### config.mk
export PLATFORM = sky130hd
export DESIGN_NAME = gate_bist_ctrl
export DESIGN_NICKNAME = d
export VERILOG_FILES = /design/src/rtl/gate_bist_pkg.sv /design/src/rtl/gate_bist_ctrl.sv
export SDC_FILE = /design/constraint.sdc
export NUM_CORES = 1
export LEC_CHECK = 0
export BUFFER_PORTS_ARGS = -buffer_cell sky130_fd_sc_hd__buf_2
export CORE_ASPECT_RATIO = 0.8
export CORE_UTILIZATION = 55
export DETAILED_ROUTE_END_ITERATION = 8
export GPL_ROUTABILITY_DRIVEN = 0
export PLACE_DENSITY = 0.8
export RECOVER_POWER = 50
export SLEW_MARGIN = 0
export SYNTH_ARGS = -nofsm -noshare
export SYNTH_HDL_FRONTEND = slang
export SYNTH_SLANG_ARGS = --single-unit
### constraint.sdc
create_clock -name clk -period 2.74 [get_ports clk]
set_clock_uncertainty 0.15 [all_clocks]
set_input_delay 0.274 -clock clk [delete_from_list [all_inputs] [get_ports clk]]
set_output_delay 0.274 -clock clk [all_outputs]
set_load 0.01 [all_outputs]
### src/rtl/gate_bist_pkg.sv
// gate_bist_pkg: shared state encoding and widths for the XOR/XNOR gate BIST controller
package gate_bist_pkg;
    typedef enum logic [1:0] {IDLE, APPLY, SAMPLE, DONE} state_t;
    localparam int NUM_VEC = 4;
    localparam int ERR_W = 4;
    localparam logic [ERR_W-1:0] ERR_MAX = 4'd15;
endpackage

### src/rtl/gate_bist_ctrl.sv
// gate_bist_ctrl: sweeps all {a,b} vectors LOOPS times through an XOR/XNOR gate unit and logs failures
module gate_bist_ctrl
    import gate_bist_pkg::*;
#(
    parameter int LOOPS = 2
) (
    input  logic               clk,
    input  logic               rst,
    input  logic               start,
    input  logic               abort,
    output logic               a_out,
    output logic               b_out,
    input  logic               xor_in,
    input  logic               xnor_in,
    output logic               busy,
    output logic               done,
    output logic               pass,
    output logic [ERR_W-1:0]   err_cnt,
    output logic [NUM_VEC-1:0] fail_vec
);
    state_t state;
    logic [1:0] idx;
    logic [2:0] loop_cnt;
    logic mis;
    logic [ERR_W-1:0] err_nxt;
    assign mis = (xor_in != (a_out ^ b_out)) | (xnor_in != ~(a_out ^ b_out));
    assign err_nxt = (mis && err_cnt != ERR_MAX) ? err_cnt + 4'd1 : err_cnt;
    always_ff @(posedge clk) begin
        done <= 1'b0;
        if (rst) begin
            state <= IDLE;
            idx <= '0;
            loop_cnt <= '0;
            {a_out, b_out} <= 2'b00;
            busy <= 1'b0;
            pass <= 1'b0;
            err_cnt <= '0;
            fail_vec <= '0;
        end else begin
            case (state)
                IDLE: if (start) begin
                    state <= APPLY;
                    idx <= '0;
                    loop_cnt <= '0;
                    {a_out, b_out} <= 2'b00;
                    busy <= 1'b1;
                    pass <= 1'b0;
                    err_cnt <= '0;
                    fail_vec <= '0;
                end
                APPLY, SAMPLE: if (abort) begin
                    state <= IDLE;
                    {a_out, b_out} <= 2'b00;
                    busy <= 1'b0;
                    pass <= 1'b0;
                end else if (state == APPLY) begin
                    state <= SAMPLE;
                end else begin
                    err_cnt <= err_nxt;
                    fail_vec[idx] <= fail_vec[idx] | mis;
                    if (idx != 2'(NUM_VEC - 1)) begin
                        state <= APPLY;
                        idx <= idx + 2'd1;
                        {a_out, b_out} <= idx + 2'd1;
                    end else if (loop_cnt != 3'(LOOPS - 1)) begin
                        state <= APPLY;
                        idx <= '0;
                        loop_cnt <= loop_cnt + 3'd1;
                        {a_out, b_out} <= 2'b00;
                    end else begin
                        // pass must see the final sample's result, hence err_nxt
                        state <= DONE;
                        {a_out, b_out} <= 2'b00;
                        busy <= 1'b0;
                        done <= 1'b1;
                        pass <= (err_nxt == '0);
                    end
                end
                default: state <= IDLE;
            endcase
        end
    end
endmodule

---- After elaboration in Yosys (flattened, before gate mapping) ----
Index checks and enable logic that the tools add are counted.
word-level totals
  register bits ........................... 20
  input port bits ......................... 6
  output and inout port bits .............. 13
cells by class
  $add $sub $neg .......................... 3
  $lt $le $gt $ge ......................... 2
  equal/unequal tests ..................... 16
  mux-type cells .......................... 52
  bitwise operators ....................... 5
  reduce and logical (&&, ||, !) cells .... 12
operator list
  cell                   number
  $mux W4                6
  $mux W2                10
  $mux W1                19
  $pmux W4 S2            2
  $mux W3                5
  $ne A2 B2 Y1 const B   6
  $ne A3 B3 Y1 const B   4
  $reduce_and A5 Y1      2
  $pmux W1 S2            4
  $pmux W2 S2            2
  $pmux W3 S2            1
  $reduce_and A6 Y1      1
  $reduce_or A5 Y1       1
  $add A4 B1 Y4 const B  1
  $bwmux W4              1
  $logic_not A4 Y1       1
  $ne A4 B4 Y1 const B   1
  $reduce_and A4 Y1      1
  $add A3 B1 Y3 const B  1
  $lt A2 B3 Y1 const B   1
  $ne A3 B1 Y1 const B   1
  $reduce_and A3 Y1      1
  $add A2 B1 Y2 const B  1
  $bmux W1 S2            1
  other kinds (12)       16

---- Depth between registers and ports, before layout ----
Gate-level depths: netlist of run 1.
  depth after elaboration ................. 12
  depth in mapped cells ................... 7
  depth with buffers taken out ............ 7

---- Least setup slack after synthesis of run 1 ----
No wires, ideal clock.
  kind .................................... register -> register
  from .................................... reg state[0]
  to ...................................... reg pass
  setup time .............................. 0.067 ns
  arrival ................................. 1.849 ns
  slack ................................... 0.674 ns
  stages on the path, launching flop included .. 8
  buffers on the path ..................... 0
  period minus slack after synthesis ...... 2.066 ns
  path through ............................ dfxtp_1 > inv_1 > ha_1 > nor2b_1 > nand3_1 > a2111o_1 > a221o_1 > a21oi_2
between the ends
  longest elaborated chain between the ends .. 4
  elaborated cells between the ends (all ways) .. 11
  those cells by class .................... 6 x eq/ne; 1 x mux; 4 x reduce/logical
RTL lines
  what                                                                 line                                        source
  from (decl)                                                          gate_bist_ctrl.sv:21                        state_t state;
  from (signal assigned)                                               gate_bist_ctrl.sv:31                        state <= IDLE;
  from (signal assigned)                                               gate_bist_ctrl.sv:42                        state <= APPLY;
  from (signal assigned)                                               gate_bist_ctrl.sv:52                        state <= IDLE;
  $eq A2 B1 Y1 or $eq A2 B2 Y1 (tied branches)                         gate_bist_ctrl.sv:40, gate_bist_ctrl.sv:56
  $reduce_or A2 Y1                                                     gate_bist_ctrl.sv:40                        case (state)
  $ne A3 B3 Y1 (no source line) or $reduce_bool A2 Y1 (tied branches)  --
  $reduce_and A5 Y1 (no source line)                                   --
  to (signal assigned)                                                 gate_bist_ctrl.sv:76                        pass <= (err_nxt == '0);
  to (decl)                                                            gate_bist_ctrl.sv:17                        output logic pass,
Several ways; a longest one is shown, not always the timed one.
A chain may end at the register's enable or synchronous reset.

---- Worst setup path after layout of run 1 ----
  from .................................... reg state[1]
  to ...................................... reg err_cnt[0]
between the ends
  longest elaborated chain between the ends .. 4
  elaborated cells between the ends (all ways) .. 10
  those cells by class .................... 5 x eq/ne; 1 x mux; 4 x reduce/logical
RTL lines
  what                                                                 line                                        source
  $eq A2 B1 Y1 or $eq A2 B2 Y1 (tied branches)                         gate_bist_ctrl.sv:40, gate_bist_ctrl.sv:56
  $reduce_or A2 Y1                                                     gate_bist_ctrl.sv:40
  $ne A2 B2 Y1 (no source line) or $reduce_bool A2 Y1 (tied branches)  --
  $reduce_and A4 Y1 (no source line)                                   --
  to (signal assigned)                                                 gate_bist_ctrl.sv:59                        err_cnt <= err_nxt;
  to (decl)                                                            gate_bist_ctrl.sv:18                        output logic [ERR_W-1:0] err_cnt,
Several ways; a longest one is shown, not always the timed one.

==> results of run 1 <==
through the flow:
step           setup slack [ps]  hold slack, ps  area (µm²)  instances
3_5_place_dp                464             310        1290        182
3_3_place_gp                576             300        1290        182
5_1_grt                     221             184        1300        185
6_report                    422             161        1300        185
4_1_cts                     439             149        1320        185
2_1_floorplan               674             294        1170        141
cells in the final DEF (no fill, tap or decap), drive strengths merged, types with 4 or more instances in the layout:
cell | Yosys | routed
clkbuf | 2 | 17
nand2 | 9 | 9
o21ai | 7 | 7
dfxtp | 20 | 20
nor4 | 4 | 4
ha | 10 | 10
a21oi | 15 | 15
nor2 | 18 | 18
buf | 0 | 5
inv | 11 | 11
nand2b | 4 | 4
nor2b | 4 | 4
critical path: stages, from the launching register on:
cell and delay (ps):
dfxtp_1 390, inv_1 80, ha_1 400, nand2b_1 160, nor4_2 510, nand3_1 150
or3_1 330, o21ai_1 80
path summary, 6_finish.rpt:
kind,depth (start not counted),slack (ps),from,end
max reg2reg,7,420,state[1],err_cnt[0]
min,3,160,start,busy
min reg2reg,2,330,pass,pass
max,7,420,state[1],err_cnt[0]
kinds of logic (layout without fill, tap and decap cells):
logic type / count (synthesis) / after routing / share of synthesized area [%]
xor gates and xnor gates: 2 / 2 / 1.49
AOI/OAI and AO/OA: 36 / 36 / 20.0
DFF: 20 / 20 / 34.1
and+or+nand+nor: 55 / 55 / 23.9
adders and majority gates: 10 / 10 / 10.6
buffers and inverters: 13 / 33 / 4.15
muxes: 5 / 5 / 5.75
synthesized netlist by cell type:
cell / number / share of area [%]
o21bai_1: 1 / 0.64
a2bb2oi_1: 1 / 0.75
xnor2_1: 1 / 0.75
nor4_1: 3 / 1.6
inv_1: 11 / 3.5
a221o_1: 1 / 0.85
and2_1: 2 / 1.1
nand2b_1: 4 / 2.1
xor2_1: 1 / 0.75
dfxtp_1: 20 / 34
mux2i_1: 2 / 1.7
o21a_2: 1 / 0.75
a2111o_1: 1 / 0.96
nand4_1: 2 / 1.1
a21oi_1: 14 / 6.0
a21oi_2: 1 / 0.75
nor2_1: 18 / 5.8
nor3_1: 3 / 1.3
mux4_2: 1 / 1.9
a41oi_1: 1 / 0.75
nor4_2: 1 / 1.1
nor3b_1: 1 / 0.64
nand3b_1: 3 / 1.9
a21o_1: 3 / 1.9
mux2_1: 1 / 0.96
clkbuf_1: 2 / 0.64
ha_1: 10 / 11
nand2_1: 9 / 2.9
mux2i_2: 1 / 1.2
a32oi_1: 2 / 1.5
or3_1: 2 / 1.1
o21ai_0: 6 / 2.6
o32ai_1: 1 / 0.75
o21ai_1: 1 / 0.43
nor2b_1: 4 / 2.1
a2111oi_0: 1 / 0.75
a211o_1: 1 / 0.75
nand3_1: 3 / 1.3
where the power goes:
group	total, mW	switching [mW]	leakage (nW)	internal [mW]
clock network	0.139	0.0877	0.0138	0.0513
registers	0.308	0.00901	0.162	0.299
logic	0.115	0.0712	0.311	0.0433
routing by layer:
layer  wire length [µm]  up-vias  track usage, %  share of wire [%]
li1                   -      540               -                  -
met1               1230      524            33.7                 49
met2               1160       25            43.5                 46
met3                104        2            7.37                4.1
met4                 13        0            4.74               0.52
met5                  0        -               0                  0
registers in the layout (all words and copies together) (netlist names):
register and cells:
done 1, idx 2, b_out 1, busy 1
loop_cnt 3, fail_vec 4, a_out 1, state 2
pass 1, err_cnt 4
cell type report:
type	instances	share of cell area, %
multi-input cells	108	55.9
clock buffers	3	1.74
repair buffers	19	5.98
flip-flops and latches	20	30.9
well taps	24	2.31
inverters	11	3.18
==> flow_summary_export.csv, run 1 <==
group,metric,value,unit
status,status,"finished, final reports clean",
timing,tns,0,ps
timing,post-route-period-util,84.6,%
timing,max_freq,0.431,GHz
cts,root_buffer,"clkbuf_4",
floorplan,start_util,60.4,%
layout,utilization,66.7,%
yosys,ys_ff_latch,20,
timing,rsz0062_at_grt,"no",
drt,drcViolationCount,0,
global_routing,grt_max_degree,22,
cts,clk_path_buf_depth,2,
drt,post_drt_wl_per_cell,13.6,µm
hold_path,hold_class,"input pin to flip-flop",
cts,cts.sinks,20,
placed_design,io_buffer_count,18,
yosys,synth_cells,141,
power,ir_drop,0.390,mV
global_routing,grt_pass1_wl,4.41,mm
layout,final-seq-area,400,µm²
critical_path,critical_path_class,"flip-flop to flip-flop",
power,powerDensity,433,nW/µm²
global_routing,grt_pass1_vias,1027,
floorplan,row_count,14,
yosys,syn_nets,157,
cts,ctsHoldBuffers,0,
floorplan,die_area,2330,µm²
drt,drtAntennaViolNets,0,
critical_path,start_kind,"flip-flop",
yosys,yosys_warnings,0,
cts,cts.clk_slew.worst_paths,110,ps
run,cap_violations,0,
layout,multi_input_area,726,µm²
floorplan,coreArea,1940,µm²
floorplan,die_h,43.3,µm
timing,hold_viol,0,
critical_path,cp-end-kind,"flip-flop",
critical_path,critPathRequiredTime,2830,ps
global_routing,grt-ovfl-total,0,
timing,finalSetupViolCount,0,
layout,nFillCells,164,
timing,relSlewSlack,62.9,%
timing,report.final.slew_viol_count,0,
placed_design,hpwlAfterDp,1.90,mm
yosys,syn_avg_cell_area,8.33,µm²
cts,cts_resized,0,
cts,h-tree-depth,1,
timing,layout_min_cycle_time,2320,ps
global_routing,grt_usage,26.1,%
critical_path,path_max_fanout,8,
floorplan,io_pins,19,
layout,antenna_cells,0,
drt,drt_pass1_iterations,4,
timing,tightestPinTransition,552,ps
layout,area_growth,10.4,%
floorplan,die_w,53.7,µm
power,p_leak,0.487,nW
cts,post_cts.repair.setup_buffers,0,
layout,drive_gt1_share,8.07,%
cts,clock_latency,300,ps
power,power,0.562,mW
layout,nets,179,
critical_path,worstPathArrival,2410,ps
drt,vias,1091,
cts,cts_tree,"built",
global_routing,antenna_found_initial,0,
yosys,syn_area,1170,µm²
yosys,synth_cell_types,38,
drt,drt-total-wl,2.51,mm
yosys,synth_seq_area_share,34.1,%
cts,cts_made_buffers,3,
drt,vias_per_cell,5.90,
drt,drt_iter0_drc,22,
Power figures use the tool's default switching activity.
==> inputs of run 2 (changes only) <==
--- a/config.mk
+++ b/config.mk
@@ -5,12 +5,13 @@
 export SDC_FILE = /design/constraint.sdc
 export NUM_CORES = 1
 export LEC_CHECK = 0
+export ABC_AREA = 1
 export BUFFER_PORTS_ARGS = -buffer_cell sky130_fd_sc_hd__buf_2
 export CORE_ASPECT_RATIO = 0.8
-export CORE_UTILIZATION = 55
+export CORE_UTILIZATION = 49
 export DETAILED_ROUTE_END_ITERATION = 8
 export GPL_ROUTABILITY_DRIVEN = 0
-export PLACE_DENSITY = 0.8
+export PLACE_DENSITY = 0.75
 export RECOVER_POWER = 50
 export SLEW_MARGIN = 0
 export SYNTH_ARGS = -nofsm -noshare
==> constraint.sdc (replaced) <==
create_clock -name clk -period 1.9 [get_ports clk]
set_clock_uncertainty 0.15 [all_clocks]
set_input_delay 0.19 -clock clk [delete_from_list [all_inputs] [get_ports clk]]
set_output_delay 0.19 -clock clk [all_outputs]
set_load 0.01 [all_outputs]
==> run 2 against run 1 <==
  * The run now ends with design-rule violations left
  * Final cell count grew 19%
  * Global-route usage down 5.8 points
  * First-iteration DRC count up 130%
  * Sequential cell count unchanged
  * Synthesized cell count is 21% higher
  * Worst setup slack got worse by 310 ps
  * Count of clock-buffer cells in the layout unchanged
  * Area after synthesis up 1.3%
  * Register-to-register slack worse by 310 ps
  * Clock power rose by 43%
==> flow_summary_export.csv, run 2 <==
group,metric,value,unit
yosys,yosys-top-cells-area,"dfxtp_1, nand2_1, ha_1, a21oi_1, inv_1",
critical_path,start_kind,"flip-flop",
layout,drive_gt1_share,14.3,%
power,ir_drop,0.419,mV
yosys,synth_common_cells,"nand2_1, inv_1, a21oi_1, dfxtp_1, nor2_1",
power,powerDensity,689,nW/µm²
critical_path,cp-end-kind,"flip-flop",
yosys,yosysMostFrequentCell,"nand2_1",
status,status,"complete, but fails checks",
cts,clock_latency,300,ps
timing,tightestPinTransition,266,ps
layout,final_cell_mix,"nand2_1, inv_1, a21oi_1, dfxtp_1",
floorplan,die_area,2630,µm²
drt,drt_pass1_iterations,7,
cts,clk_path_buf_depth,2,
critical_path,worstPathArrival,1870,ps
cts,cts_made_buffers,3,
placed_design,io_buffer_count,18,
placed_design,dp_cells,218,
layout,fin_cells,221,
power,comb_power_share,29.5,%
cts,ctsHoldBuffers,0,
yosys,syn_area,1190,µm²
drt,vias,1165,
floorplan,io_pins,19,
hold_path,hold_class,"input pin to flip-flop",
yosys,synth_seq_area_share,33.6,%
layout,top_regs,"err_cnt x4, fail_vec x4, loop_cnt x3",
power,p_leak,0.572,nW
floorplan,row_count,15,
yosys,ys_ff_latch,20,
drt,drcViolationCount,2,
cts,cts_tree,"built",
timing,hold_viol,0,
yosys,synth_cell_types,24,
cts,root_buffer,"clkbuf_4",
timing,report.final.slew_viol_count,0,
layout,final_area,1380,µm²
yosys,synth_top_area_share,33.6,%
timing,tns,0,ps
power,p_switching,0.323,mW
global_routing,grt_usage,20.3,%
power,power,0.948,mW
placed_design,hpwlAfterDp,1.98,mm
cts,cts.clk_slew.worst_paths,100,ps
floorplan,die_w,57.1,µm
yosys,yosys_warnings,0,
floorplan,coreArea,2210,µm²
drt,post_drt_wl_per_cell,11.8,µm
cts,post_cts.repair.setup_buffers,0,
floorplan,start_util,53.7,%
global_routing,grt_pass1_wl,4.09,mm
timing,finalSetupViolCount,0,
yosys,synth_top_flop_cell,"dfxtp_1",
layout,nets,214,
cts,h-tree-depth,1,
cts,cts.sinks,20,
yosys,synth_edf_count,0,
timing,relSlewSlack,82.3,%
yosys,synth_cells,171,
drt,vias_per_cell,5.27,
timing,setup_slack,116,ps
layout,antenna_cells,0,
power,power_frac_seq,49.6,%
drt,drt_iter0_drc,51,
layout,nFillCells,211,
floorplan,die_h,46.1,µm
critical_path,path_max_fanout,6,
global_routing,grt-ovfl-total,0,
global_routing,antenna_found_initial,0,
placed_design,placed_cell_area,1350,µm²
status,violations,"design-rule violations",
power,pwr-share-clk,21.0,%
critical_path,critical_path_class,"flip-flop to flip-flop",
timing,worst_hold_slack,54.6,ps
layout,final_common_cell,"nand2_1",
run,cap_violations,0,
power,swShare,34.1,%
yosys,yosysTopAreaCell,"dfxtp_1",
timing,post-route-period-util,93.9,%
yosys,syn_avg_cell_area,6.96,µm²
global_routing,grt_max_degree,15,
timing,max_freq,0.561,GHz
layout,utilization,62.1,%
timing,layout_min_cycle_time,1780,ps
layout,area_growth,15.7,%
power,internal_power,0.625,mW
placed_design,post-place-ws,-23.4,ps
yosys,syn_nets,187,
critical_path,critPathRequiredTime,1980,ps
global_routing,grt_pass1_vias,999,
drt,drt-total-wl,2.61,mm
drt,drtAntennaViolNets,0,
yosys,async_flop_share,0,%
==> run 2: critical path, cell delays in order, from the launching register on <==
cell and delay [ps]:
dfxtp_2 360, inv_1 80, ha_4 310, nor2_1 40, or2_1 260, nor2_2 130, nand2_1 60, nor2_1 100
nand3_1 90, a21oi_1 140
==> run 2: worst paths after layout <==
check | depth (start not counted) | startpoint | slack (ps) | end
worst min-delay path | 4 | start | 50 | state[1]
worst max-delay path | 9 | state[0] | 120 | pass
worst min register to register | 2 | busy | 330 | busy
worst max register to register | 9 | state[0] | 120 | pass
==> run 2: layout make-up <==
cell class / instances / area (µm²) / share of cell area (%)
Multi-Input combinational cell: 123 / 709 / 51.5
Sequential cell: 20 / 403 / 29.3
Timing Repair Buffer: 23 / 109 / 7.91
Inverter: 27 / 101 / 7.36
Tap cell: 25 / 31.3 / 2.27
Clock buffer: 3 / 22.5 / 1.64
==> run 2: power groups by stage <==
| stage | combinational, mW | sequential, mW | clock, mW |
|---|---|---|---|
| 2_1_floorplan | 0.184 | 0.481 | 0 |
| 3_3_place_gp | 0.261 | 0.478 | 0 |
| 3_5_place_dp | 0.266 | 0.479 | 0 |
| 4_1_cts | 0.270 | 0.469 | 0.204 |
| 5_1_grt | 0.318 | 0.474 | 0.219 |
| 6_report | 0.279 | 0.470 | 0.199 |
==> run 2: what timing repair did <==
item	4_1_cts	5_1_grt
resized for setup	2	5
hold endpoints to repair	0	0
pin swaps	0	0
endpoints found under the setup margin	2	8
==> run 2: cell families (layout without fill, tap and decap cells) <==
group,Yosys count,after routing,share of synthesized area [%]
xor gates and xnor gates,1,1,0.736
and+or+nand+nor,78,78,29.5
AOI/OAI and AO/OA,34,34,16.7
buffers and inverters,28,53,8.83
DFF,20,20,33.6
adders and majority gates,10,10,10.5
==> run 2: metal layers <==
| metal | track usage [%] | up-vias | routed length [µm] |
|---|---|---|---|
| met5 | 0 | - | 0 |
| met4 | 3.90 | 0 | 15 |
| met3 | 5.06 | 4 | 152 |
| met2 | 35.8 | 44 | 1170 |
| met1 | 25.7 | 515 | 1260 |
| li1 | - | 602 | - |
==> inputs of run 3 (changes only) <==
--- a/config.mk
+++ b/config.mk
@@ -6,7 +6,7 @@
 export NUM_CORES = 1
 export LEC_CHECK = 0
 export ABC_AREA = 1
-export BUFFER_PORTS_ARGS = -buffer_cell sky130_fd_sc_hd__buf_2
+export BUFFER_PORTS_ARGS = -buffer_cell sky130_fd_sc_hd__buf_4
 export CORE_ASPECT_RATIO = 0.8
 export CORE_UTILIZATION = 49
 export DETAILED_ROUTE_END_ITERATION = 8
==> run 3 against run 2 <==
  * Final cell count is 1.4% higher
  * Routed wire length is 0.73% higher
  * Via count is 0.34% lower
  * The flow still finishes with violations (design-rule violations)
  * First-iteration DRC count is 7.8% lower
  * Fmax is 0.77% lower
  * Sequential cell count stayed put
  * Utilization is 2.0 points higher
==> flow_summary_export.csv, run 3 (synthesis results as in run 2) <==
group,metric,value,unit
cts,clk_path_buf_depth,2,
layout,top_regs,"err_cnt x4, fail_vec x4, loop_cnt x3",
layout,nFillCells,220,
critical_path,r2r_cells,9,
floorplan,die_area,2630,µm²
layout,multi_input_area,714,µm²
drt,post_drt_wl_per_cell,11.7,µm
drt,vias_per_cell,5.18,
floorplan,coreArea,2210,µm²
floorplan,die_w,57.1,µm
placed_design,dp_cells,218,
cts,clock_latency,300,ps
timing,report.final.slew_viol_count,0,
critical_path,cp-end-kind,"flip-flop",
critical_path,critical_path_class,"flip-flop to flip-flop",
timing,relSlewSlack,81.2,%
placed_design,io_buffer_count,18,
layout,area_growth,19.5,%
power,powerDensity,680,nW/µm²
critical_path,critPathTopFamily,"simple AND/OR/NAND/NOR gates",
layout,final_area,1420,µm²
critical_path,crit_path_cell_trace,"inv_1 > ha_4 > nor2_1 > or2_1 > nor2_2 > nand2_1 > nor2_1 > nand3_1 > a21oi_2",
critical_path,crit_buf_inv,1,
drt,drt_pass1_iterations,6,
cts,cts_tree,"built",
layout,final_cell_mix,"nand2_1, inv_1, a21oi_1, dfxtp_1",
layout,nets,217,
floorplan,io_pins,19,
drt,drt-total-wl,2.63,mm
run,cap_violations,0,
timing,tightestPinTransition,280,ps
cts,cts.clk_slew.worst_paths,110,ps
cts,cts.sinks,20,
timing,max_freq,0.556,GHz
power,pwr-share-clk,21.3,%
critical_path,cp-endpoint,"pass",
critical_path,worstPathArrival,1900,ps
power,p_switching,0.331,mW
critical_path,crit_cells,9,
critical_path,worst_path_largest_cell_delay,360,ps
status,violations,"design-rule violations",
critical_path,critical_path.most_common_cell,"nor2_1",
hold_path,hold_class,"input pin to flip-flop",
timing,setup_slack,102,ps
layout,utilization,64.2,%
floorplan,start_util,53.7,%
power,p_leak,0.590,nW
critical_path,r2r-end,"pass",
placed_design,post-place-ws,-8.33,ps
critical_path,critPathSlowestCell,"dfxtp_2",
drt,drcViolationCount,2,
layout,fin_cells,224,
drt,drt_iter0_drc,47,
timing,post-route-period-util,94.6,%
power,internal_power,0.636,mW
global_routing,grt_max_degree,15,
layout,drive_gt1_share,15.6,%
power,ir_drop,0.363,mV
cts,cts_made_buffers,3,
timing,hold_viol,0,
power,power,0.967,mW
placed_design,placed_cell_area,1390,µm²
critical_path,critPathRequiredTime,2000,ps
timing,worst_hold_slack,20.4,ps
cts,h-tree-depth,1,
critical_path,r2r_setup_slack,100,ps
global_routing,antenna_found_initial,0,
placed_design,hpwlAfterDp,1.99,mm
global_routing,grt_pass1_vias,1008,
drt,vias,1161,
timing,finalSetupViolCount,0,
global_routing,grt_usage,22.0,%
status,status,"complete, but fails checks",
drt,drtAntennaViolNets,0,
power,comb_power_share,30.1,%
global_routing,grt_pass1_wl,4.34,mm
critical_path,path_max_fanout,5,
layout,final_common_cell,"nand2_1",
layout,final-seq-area,403,µm²
critical_path,worstSetupStartpoint,"state[1]",
cts,root_buffer,"clkbuf_4",
critical_path,r2r_start,"state[1]",
power,swShare,34.2,%
global_routing,grt-ovfl-total,0,
layout,antenna_cells,0,
floorplan,die_h,46.1,µm
floorplan,row_count,15,
timing,tns,0,ps
critical_path,start_kind,"flip-flop",
power,power_frac_seq,48.6,%
timing,layout_min_cycle_time,1800,ps
-- run 3: changes by cell type in the layout (fill, tap and decap cells not counted) --
cell and change:
o21ai_2 -1, nor3_1 -1, nor3_2 +1, a21oi_2 +1, buf_2 -6, dlygate4sd3_1 +1, a21oi_1 -1, buf_4 +8
o21ai_1 +1
-- run 3: how the worst min path moves through the flow --
stage,from,endpoint,cells past startpoint
2_1_floorplan,rst,done,1
3_3_place_gp,busy,busy,2
3_5_place_dp,busy,busy,2
4_1_cts,start,state[1],4
5_1_grt,start,state[1],4
6_report,start,state[1],4
-- run 3: cell type report --
type	instances	share of cell area, %
multi-input combinational	123	50.3
clock buffer	3	1.58
timing repair buffer	26	10.5
tap	25	2.20
sequential	20	28.3
inverter	27	7.13
-- run 3: worst reg2reg max path: stages (launching register included) --
cell and delay, ps:
dfxtp_2 360, inv_1 80, ha_4 310, nor2_1 40, or2_1 260, nor2_2 150
nand2_1 60, nor2_1 100, nand3_1 110, a21oi_2 130
-- run 3: repair_timing --
action                                  CTS  global route
endpoints found under the setup margin    2            13
pin swaps                                 0             2
gates resized for setup                   1             7
hold endpoints to repair                  5             0
setup buffers                             0             2
hold buffers                              1             0
cloned                                    0             0
-- run 3: power groups by stage --
stage                     logic, mW  clock network [mW]  registers, mW
after floorplan               0.184                   0          0.481
after global placement        0.269                   0          0.478
after detailed placement      0.274                   0          0.480
after CTS                     0.279               0.215          0.470
after global routing          0.327               0.223          0.476
final                         0.291               0.206          0.470
-- run 3: layer usage --
metal	routed length (µm)	global-route usage (%)	vias up	part of all wire, %
met3	113	5.06	4	4.3
li1	-	-	611	-
met1	1370	28.4	522	52
met2	1120	36.9	24	43
met5	0	0	-	0
met4	23	7.32	0	0.88
